===== config.mk =====
export PLATFORM = sky130hd
export DESIGN_NAME = clock_gate_ctrl
export DESIGN_NICKNAME = d
export VERILOG_FILES = /design/src/rtl/clock_gate_pkg.sv /design/src/rtl/cg_domain_fsm.sv /design/src/rtl/clock_gate_ctrl.sv
export SDC_FILE = /design/constraint.sdc
export NUM_CORES = 1
export LEC_CHECK = 0
export CAP_MARGIN = 25
export CORE_ASPECT_RATIO = 0.5
export CORE_MARGIN = 2
export CORE_UTILIZATION = 50
export CTS_BUF_LIST = sky130_fd_sc_hd__clkbuf_2 sky130_fd_sc_hd__clkbuf_4 sky130_fd_sc_hd__clkbuf_8
export CTS_CLUSTER_DIAMETER = 40
export DETAILED_ROUTE_END_ITERATION = 8
export PLACE_DENSITY = 0.82
export SKIP_LAST_GASP = 1
export SYNTH_ARGS = -nofsm -noshare
export SYNTH_HDL_FRONTEND = slang
export SYNTH_SLANG_ARGS = --single-unit

===== constraint.sdc =====
create_clock -name clk_in -period 2 [get_ports clk_in]
set_clock_uncertainty 0.2 [all_clocks]
set_input_delay 0.4 -clock clk_in [delete_from_list [all_inputs] [get_ports clk_in]]
set_output_delay 0.4 -clock clk_in [all_outputs]
set_load 0.02 [all_outputs]

===== src/rtl/clock_gate_pkg.sv =====
// Shared types and defaults for the per-domain clock-gating controller.
// Latency: n/a (types only).
// Backpressure: n/a (types only).
//
// Contents: per-domain FSM state type and default timing parameters.
package clock_gate_pkg;

  // Two bits per domain; 2'b11 is unused and treated as ON so clocks keep running.
  typedef enum logic [1:0] {
    CG_ON     = 2'b00,
    CG_OFF    = 2'b01,
    CG_WAKING = 2'b10
  } cg_state_t;

  localparam int CG_IDLE_CYC_DEF = 16;
  localparam int CG_WAKE_CYC_DEF = 2;

endpackage


===== src/rtl/cg_domain_fsm.sv =====
// One domain's gating FSM: idle countdown to OFF, timed wake through WAKING to ON.
// Latency: clk_en falls on the IDLE_CYC-th idle edge; wake to ON takes WAKE_CYC+1 edges.
// Backpressure: none; wake_req is a level held by the requester until wake_ack.
//
// Ports:
//   clk_in   - free-running clock
//   rst_n    - synchronous active-low reset (domain returns to ON)
//   active   - busy | wake_req | force_on for this domain
//   wake_req - raw wake request, only used to qualify wake_ack
//   clk_en   - registered enable for the clock gating cell
//   wake_ack - domain is ON and the request is still present
//   dom_on   - domain is in the ON state
module cg_domain_fsm
  import clock_gate_pkg::*;
#(
  parameter int IDLE_CYC = CG_IDLE_CYC_DEF,
  parameter int WAKE_CYC = CG_WAKE_CYC_DEF
) (
  input  logic clk_in,
  input  logic rst_n,
  input  logic active,
  input  logic wake_req,
  output logic clk_en,
  output logic wake_ack,
  output logic dom_on
);

  localparam int CNT_W = $clog2(IDLE_CYC + 1);
  localparam int WK_W  = $clog2(WAKE_CYC + 1);

  cg_state_t        state_q, state_d;
  logic [CNT_W-1:0] idle_q,  idle_d;
  logic [WK_W-1:0]  wk_q,    wk_d;
  logic             clk_en_q;

  always_comb begin
    state_d = state_q;
    idle_d  = idle_q;
    wk_d    = wk_q;
    case (state_q)
      CG_OFF: begin
        if (active) begin
          state_d = CG_WAKING;
          wk_d    = WK_W'(WAKE_CYC);
        end
      end
      CG_WAKING: begin
        // Inputs are ignored here: the stabilisation delay always runs to completion.
        if (wk_q <= WK_W'(1)) begin
          state_d = CG_ON;
          idle_d  = CNT_W'(IDLE_CYC);
          wk_d    = '0;
        end else begin
          wk_d = wk_q - WK_W'(1);
        end
      end
      default: begin
        // CG_ON and the unused encoding both behave as ON.
        state_d = CG_ON;
        if (active) begin
          idle_d = CNT_W'(IDLE_CYC);
        end else if (idle_q <= CNT_W'(1)) begin
          state_d = CG_OFF;
          idle_d  = CNT_W'(IDLE_CYC);
        end else begin
          idle_d = idle_q - CNT_W'(1);
        end
      end
    endcase
  end

  always_ff @(posedge clk_in) begin
    if (!rst_n) begin
      state_q  <= CG_ON;
      idle_q   <= CNT_W'(IDLE_CYC);
      wk_q     <= '0;
      clk_en_q <= 1'b1;
    end else begin
      state_q  <= state_d;
      idle_q   <= idle_d;
      wk_q     <= wk_d;
      // Enable is registered from the next state so the gating cell never sees
      // a combinational path from the activity inputs.
      clk_en_q <= (state_d != CG_OFF);
    end
  end

  assign clk_en   = clk_en_q;
  assign dom_on   = (state_q != CG_OFF) && (state_q != CG_WAKING);
  assign wake_ack = dom_on & wake_req;

endmodule


===== src/rtl/clock_gate_ctrl.sv =====
// Per-domain clock-enable controller driving N_DOM clock gating cells.
// Latency: gating after IDLE_CYC idle edges; wake ack WAKE_CYC+1 edges after request from OFF.
// Backpressure: none; wake_req is held until wake_ack, force_on overrides gating globally.
//
// Ports:
//   clk_in   - free-running (ungated) clock
//   rst_n    - synchronous active-low reset, all domains to ON
//   force_on - keep/bring every domain up
//   busy     - per-domain activity
//   wake_req - per-domain wake request (level)
//   clk_en   - registered per-domain gate enable
//   wake_ack - per-domain wake acknowledge
//   dom_on   - per-domain ON status
module clock_gate_ctrl
  import clock_gate_pkg::*;
#(
  parameter int N_DOM    = 4,
  parameter int IDLE_CYC = CG_IDLE_CYC_DEF,
  parameter int WAKE_CYC = CG_WAKE_CYC_DEF
) (
  input  logic             clk_in,
  input  logic             rst_n,
  input  logic             force_on,
  input  logic [N_DOM-1:0] busy,
  input  logic [N_DOM-1:0] wake_req,
  output logic [N_DOM-1:0] clk_en,
  output logic [N_DOM-1:0] wake_ack,
  output logic [N_DOM-1:0] dom_on
);

  for (genvar i = 0; i < N_DOM; i++) begin : g_dom
    logic active;
    assign active = busy[i] | wake_req[i] | force_on;

    cg_domain_fsm #(
      .IDLE_CYC (IDLE_CYC),
      .WAKE_CYC (WAKE_CYC)
    ) u_fsm (
      .clk_in   (clk_in),
      .rst_n    (rst_n),
      .active   (active),
      .wake_req (wake_req[i]),
      .clk_en   (clk_en[i]),
      .wake_ack (wake_ack[i]),
      .dom_on   (dom_on[i])
    );
  end

endmodule


# == After elaboration in Yosys (flattened, before gate mapping) ==
# Index checks and enable logic that the tools add are counted.
# word_totals
regBits,40
latchBits,0
mem_bits_rw,0
rom_bits,0
inputBits,11
n_memories,0
# op_classes
add_sub_neg,8
multipliers,0
n_div,0
n_lt_le_gt_ge,8
n_eq_ne,28
shifts,0
n_mux,48
bitwise_logic,16
n_reduce_logical,16
# op_table
cell,count
5-bit two-way mux,12
2-bit two-way mux,20
5-bit case mux with 2 select lines,4
2-bit case mux with 2 select lines,8
2-bit by 1-bit != test with 1-bit output (second input constant),12
5-bit by 1-bit less-or-equal comparator with 1-bit output (second input constant),4
5-bit by 1-bit subtractor with 5-bit output (second input constant),4
2-bit != test (second input constant),8
2-bit AND reduction,8
2-bit by 1-bit == test with 1-bit output (second input constant),4
2-bit == test (second input constant),4
2-bit by 1-bit less-or-equal comparator with 1-bit output (second input constant),4
1-bit OR,8
2-bit nonzero test,4
2-bit by 1-bit subtractor with 2-bit output (second input constant),4
1-bit bitwise AND,4
1-bit logical AND,4
1-bit two-way mux,4
1-bit NOT,4

# == Longest topological paths before layout ==
# Gate-level depths: netlist of run 1.
# depth
ltp_word,5
ltp_mapped,8
mapped_depth_nobuf,6

# == By module ==
# A second synthesis of run 1 with hierarchy kept.
# hier_totals
hier_cells,280
area_unflattened_um2,2334.7
# modules_own_cells
module,instances,cells_per_inst,area_each_um2,seq_area_each_um2
cg_domain_fsm (g_dom[0].u_fsm ...),3,70,584.3,200.2
cg_domain_fsm (g_dom[3].u_fsm),1,66,556.8,200.2
clock_gate_ctrl,1,4,25.0,0.0

# == Worst setup path before layout of run 1 ==
# No wires, ideal clock.
# synth_timing
kind,input to register
startpoint,in force_on
endpoint,reg g_dom[1].u_fsm.idle_q[4]
setup_time_ps,149
arrival_ps,1486
slack_ps,165
stages,5
n_path_buf,1
cell_sequence,buf_6 > or4_4 > a21oi_4 > a21boi_0 > o311ai_0
# synth_between
elab_chain_cells,3
# synth_rtl
element,line_no,source
from (decl),clock_gate_ctrl.sv:23,"input logic force_on,"
1-bit OR,clock_gate_ctrl.sv:33,assign active = busy[i] | wake_req[i] | force_on;
5-bit two-way mux,cg_domain_fsm.sv:60,if (active) begin
5-bit case mux with 2 select lines,cg_domain_fsm.sv:40,case (state_q)
to (signal assigned),cg_domain_fsm.sv:75,idle_q <= CNT_W'(IDLE_CYC);
to (signal assigned),cg_domain_fsm.sv:80,idle_q <= idle_d;
to (decl),cg_domain_fsm.sv:32,"logic [CNT_W-1:0] idle_q, idle_d;"
# No other way between the ends.
# A chain may end at the register's enable or synchronous reset.

# == Worst setup path in the final report of run 1 ==
# layout_timing
startpoint,reg g_dom[1].u_fsm.state_q[0]
endpoint,out dom_on[1]
# layout_between
elab_chain_cells,2
# layout_rtl
element,line_no,source
from (decl),cg_domain_fsm.sv:31,"cg_state_t state_q, state_d;"
from (signal assigned),cg_domain_fsm.sv:79,state_q <= state_d;
2-bit by 1-bit != test with 1-bit output / 2-bit != test (equally long branches),cg_domain_fsm.sv:89,assign dom_on = (state_q != CG_OFF) && (state_q != CG_WAKING);
1-bit logical AND *,cg_domain_fsm.sv:89,
to (decl),clock_gate_ctrl.sv:28,output logic [N_DOM-1:0] dom_on
# Mark *: on every way between the ends. The rest lies on a longest branch, timed or not.

==> impl_metrics.toml, run 1 <==
[die]
core_sq_um = 4488
die_area_sq_um = 5355
die_h_um = 52.76
die_x_um = 101.5
initial_core_util_pct = 52.97
io_pins = 23
rows = 17

[critical_path]
crit_family = "buffers and inverters"
start_kind = "flop"
path_max_fanout = 3
r2r-start = "g_dom[3].u_fsm.state_q[1]"
worstSetupStartpoint = "g_dom[1].u_fsm.state_q[0]"
slowest_delay_ns = 0.36
path_cells = "inv_1 > ha_2 > dlygate4sd2_1"
crit_slowest_cell = "dlygate4sd2_1"
crit_buf_inv = 2
required_ns = 1.40
crit_type = "reg2out"
cp-end-kind = "output pin"
cp.arrival_ns = 1.36

[global_routing]
grt_pass1_wl_um = 8424
grt_overflow = 0
grt_pass1_vias = 1965
track_usage_pct = 20.16
grt_max_degree = 16
antenna_found_initial = 0

[cells_and_area]
stdcell_count = 387
syn2layout_area_growth_pct = 22.42
layout.nets = 348
drive_above_1_share_pct = 19.00
antenna_cells = 0

[clocking]
h-tree-depth = 2
numCtsBuffers = 5
cts_tree = "done"
clk-insertion-delay-late_ns = 0.29
clockBufferDepth = 2
root_buffer = "clkbuf_8"
cts_setup_buffers = 0
cts.clk_slew.worst_paths_ns = 0.08
cts_num_sinks = 40

[synth]
synth_area_leader_cell = "dfxtp_1"
synth_area_leaders = "dfxtp_1 34%, ha_1 8.4%, buf_4 3.8%"
synth_area_sq_um = 2377
yosys_warnings = 0
yosysSeqAreaShare_pct = 33.68
synth.top_cell.area_share_pct = 33.68
ys_seq_elements = 40
synth_ff_type = "dfxtp_1"
synth_cell_types = 48
syn-instance-count = 284
syn_nets = 311
synth_edf_count = 0
syn_avg_cell_area_sq_um = 8.371
synth-async-reset-ratio_pct = 0

[timing]
fin_ws_ns = 0.03985
fmax_mhz = 510.2
rsz0062_at_grt = "yes"
post-route-min-period_ns = 1.960
final.period_utilization_pct = 98.01
finalHoldViolCount = 0
drv_slew = 0
finalSetupViolCount = 0
tightest_slew_ns = 0.4749
relSlewSlack_pct = 68.10

[pwr]
powerDensity_nw_per_um2 = 527.0
seqPwrFrac_pct = 53.8
swShare_pct = 24.79
intPower_mw = 1.153
combPwrFrac_pct = 11.8
p_switching_mw = 0.3803
power_mw = 1.534
leakagePower_nw = 1.074
peakVddDrop_mv = 0.2732
p_clk_share_pct = 34.4

[worst_hold_path]
min-delay-start = "g_dom[0].u_fsm.idle_q[3]"
hp-class = "reg2reg"

[routing]
via_per_inst = 5.432
drc = 0
via_count = 2102
drt_iter0_markers = 63
wirelength_um = 5229
avgRoutedWirePerCell_um = 13.51
dr.pass1.iters = 4
postRouteAntennaNets = 0

[place]
gp_congestion = 0.8460
dp_hpwl_um = 3715
port_buffers = 22
dp.cells = 380
dp_slack_ns = -0.3748

[run]
cap_violations = 0

[run_status]
status = "finished, final reports clean"
-- per-stage QoR --
| stage | hold WS, ns | cell area (sq um) | setup TNS [ns] | util (%) |
|---|---|---|---|---|
| finish | 0.3065 | 2910 | 0 | 64.85 |
| global route | 0.3321 | 2910 | -0.002955 | 64.85 |
| CTS | 0.3002 | 2873 | -0.1027 | 64.01 |
| global placement | 0.2752 | 2770 | -8.027 | 61.72 |
| detailed placement | 0.2899 | 2770 | -9.917 | 61.72 |
| floorplan | 0.2607 | 2377 | 0 | - |
-- final cells by class --
cell class,instances,area (sq um)
Inverter,20,75.07
Sequential cell,40,802.0
Tap cell,66,82.58
Multi-Input combinational cell,202,1438
Timing Repair Buffer,52,431.7
Clock inverter,1,5.005
Fill cell,347,1578
Clock buffer,6,76.32
-- routing by layer --
metal,GRT usage [%],routed length (um)
met1,24.13,2458
met2,35.42,2525
met4,6.306,65
met3,5.733,180
met5,0,0
-- power by group through the flow --
| stage | Clock [mW] | Sequential (mW) | Combinational (mW) |
|---|---|---|---|
| 2_1_floorplan | 0 | 0.838 | 0.110 |
| 3_3_place_gp | 0 | 0.841 | 0.166 |
| 3_5_place_dp | 0 | 0.842 | 0.172 |
| 4_1_cts | 0.531 | 0.823 | 0.175 |
| 5_1_grt | 0.557 | 0.827 | 0.200 |
| 6_report | 0.527 | 0.825 | 0.182 |
-- cell usage after synthesis (2+ instances only) --
master and n:
or4_4 2, o211ai_1 3, nand3_1 4, nand2b_1 4, nor3b_1 6, a211oi_2 3, nand4_1 2, xor2_1 2
o21ai_0 17, a21o_1 3, a21oi_1 10, inv_1 20, o31ai_1 2, dfxtp_1 40, a21boi_0 8, and2_1 12
a21boi_1 2, nor3_1 8, buf_4 12, clkbuf_1 9, nand3b_1 4, nor2b_1 10, nor2_1 20, or3_1 9
nand2_1 20, nor4b_1 2, a22oi_1 8, mux2i_1 3, o21bai_1 5, ha_1 16
-- path summary, 6_finish.rpt --
check | to | slack, ns | cells after the start
setup / recovery | dom_on[1] | 0.04 | 3
hold / removal | g_dom[0].u_fsm.idle_q[3] | 0.31 | 2
setup reg to reg | g_dom[3].u_fsm.state_q[0] | 0.10 | 7
hold reg to reg | g_dom[0].u_fsm.idle_q[3] | 0.31 | 2
-- worst register-to-register path: cells and delay by family, from the launching register on --
family	cells	cell delay, ns
AO/OA/AOI/OAI	3	0.72
adder cells (fa/ha/maj)	1	0.24
buffers and inverters	2	0.16
flip-flops	1	0.33
AND/OR/NAND/NOR	1	0.15
-- registers in the layout, indices dropped and copies added, names as in the netlist --
register	cells
g_dom.u_fsm.wk_q	8
g_dom.u_fsm.clk_en	4
g_dom.u_fsm.state_q	8
g_dom.u_fsm.idle_q	20
-- logic make-up (layout without fill, tap and decap cells) --
logic type / count (synthesis) / after routing / synth area share, %
DFF: 40 / 40 / 33.68
AOI/OAI and AO/OA: 74 / 74 / 22.16
buffers and inverters: 42 / 79 / 8.842
muxes: 3 / 3 / 1.263
adders and majority gates: 16 / 16 / 8.421
and+or+nand+nor: 106 / 106 / 24.53
xor gates and xnor gates: 3 / 3 / 1.105
-- cell usage in the layout (no fill, tap or decap), types with 8 or more instances in the layout --
| master | instances |
|---|---|
| nand2_1 | 20 |
| buf_4 | 28 |
| nor2b_1 | 10 |
| ha_1 | 15 |
| a21oi_1 | 10 |
| clkdlybuf4s50_1 | 13 |
| nor2_1 | 19 |
| nor3_1 | 8 |
| dfxtp_1 | 39 |
| inv_1 | 20 |
| and2_1 | 12 |
| a22oi_1 | 8 |
| o21ai_0 | 16 |
-- timing repair --
item                                    4_1_cts  5_1_grt
hold buffers                                  0        0
resized for setup                            27       14
pin swaps                                     2        7
endpoints found under the setup margin       18       19
Power figures use the tool's default switching activity.
==> inputs of run 2 (changes only) <==
- SLEW_MARGIN: unset -> 25
==> results of run 2 <==
Same layout as run 1: the final DEF is identical, and so are final timing and power.
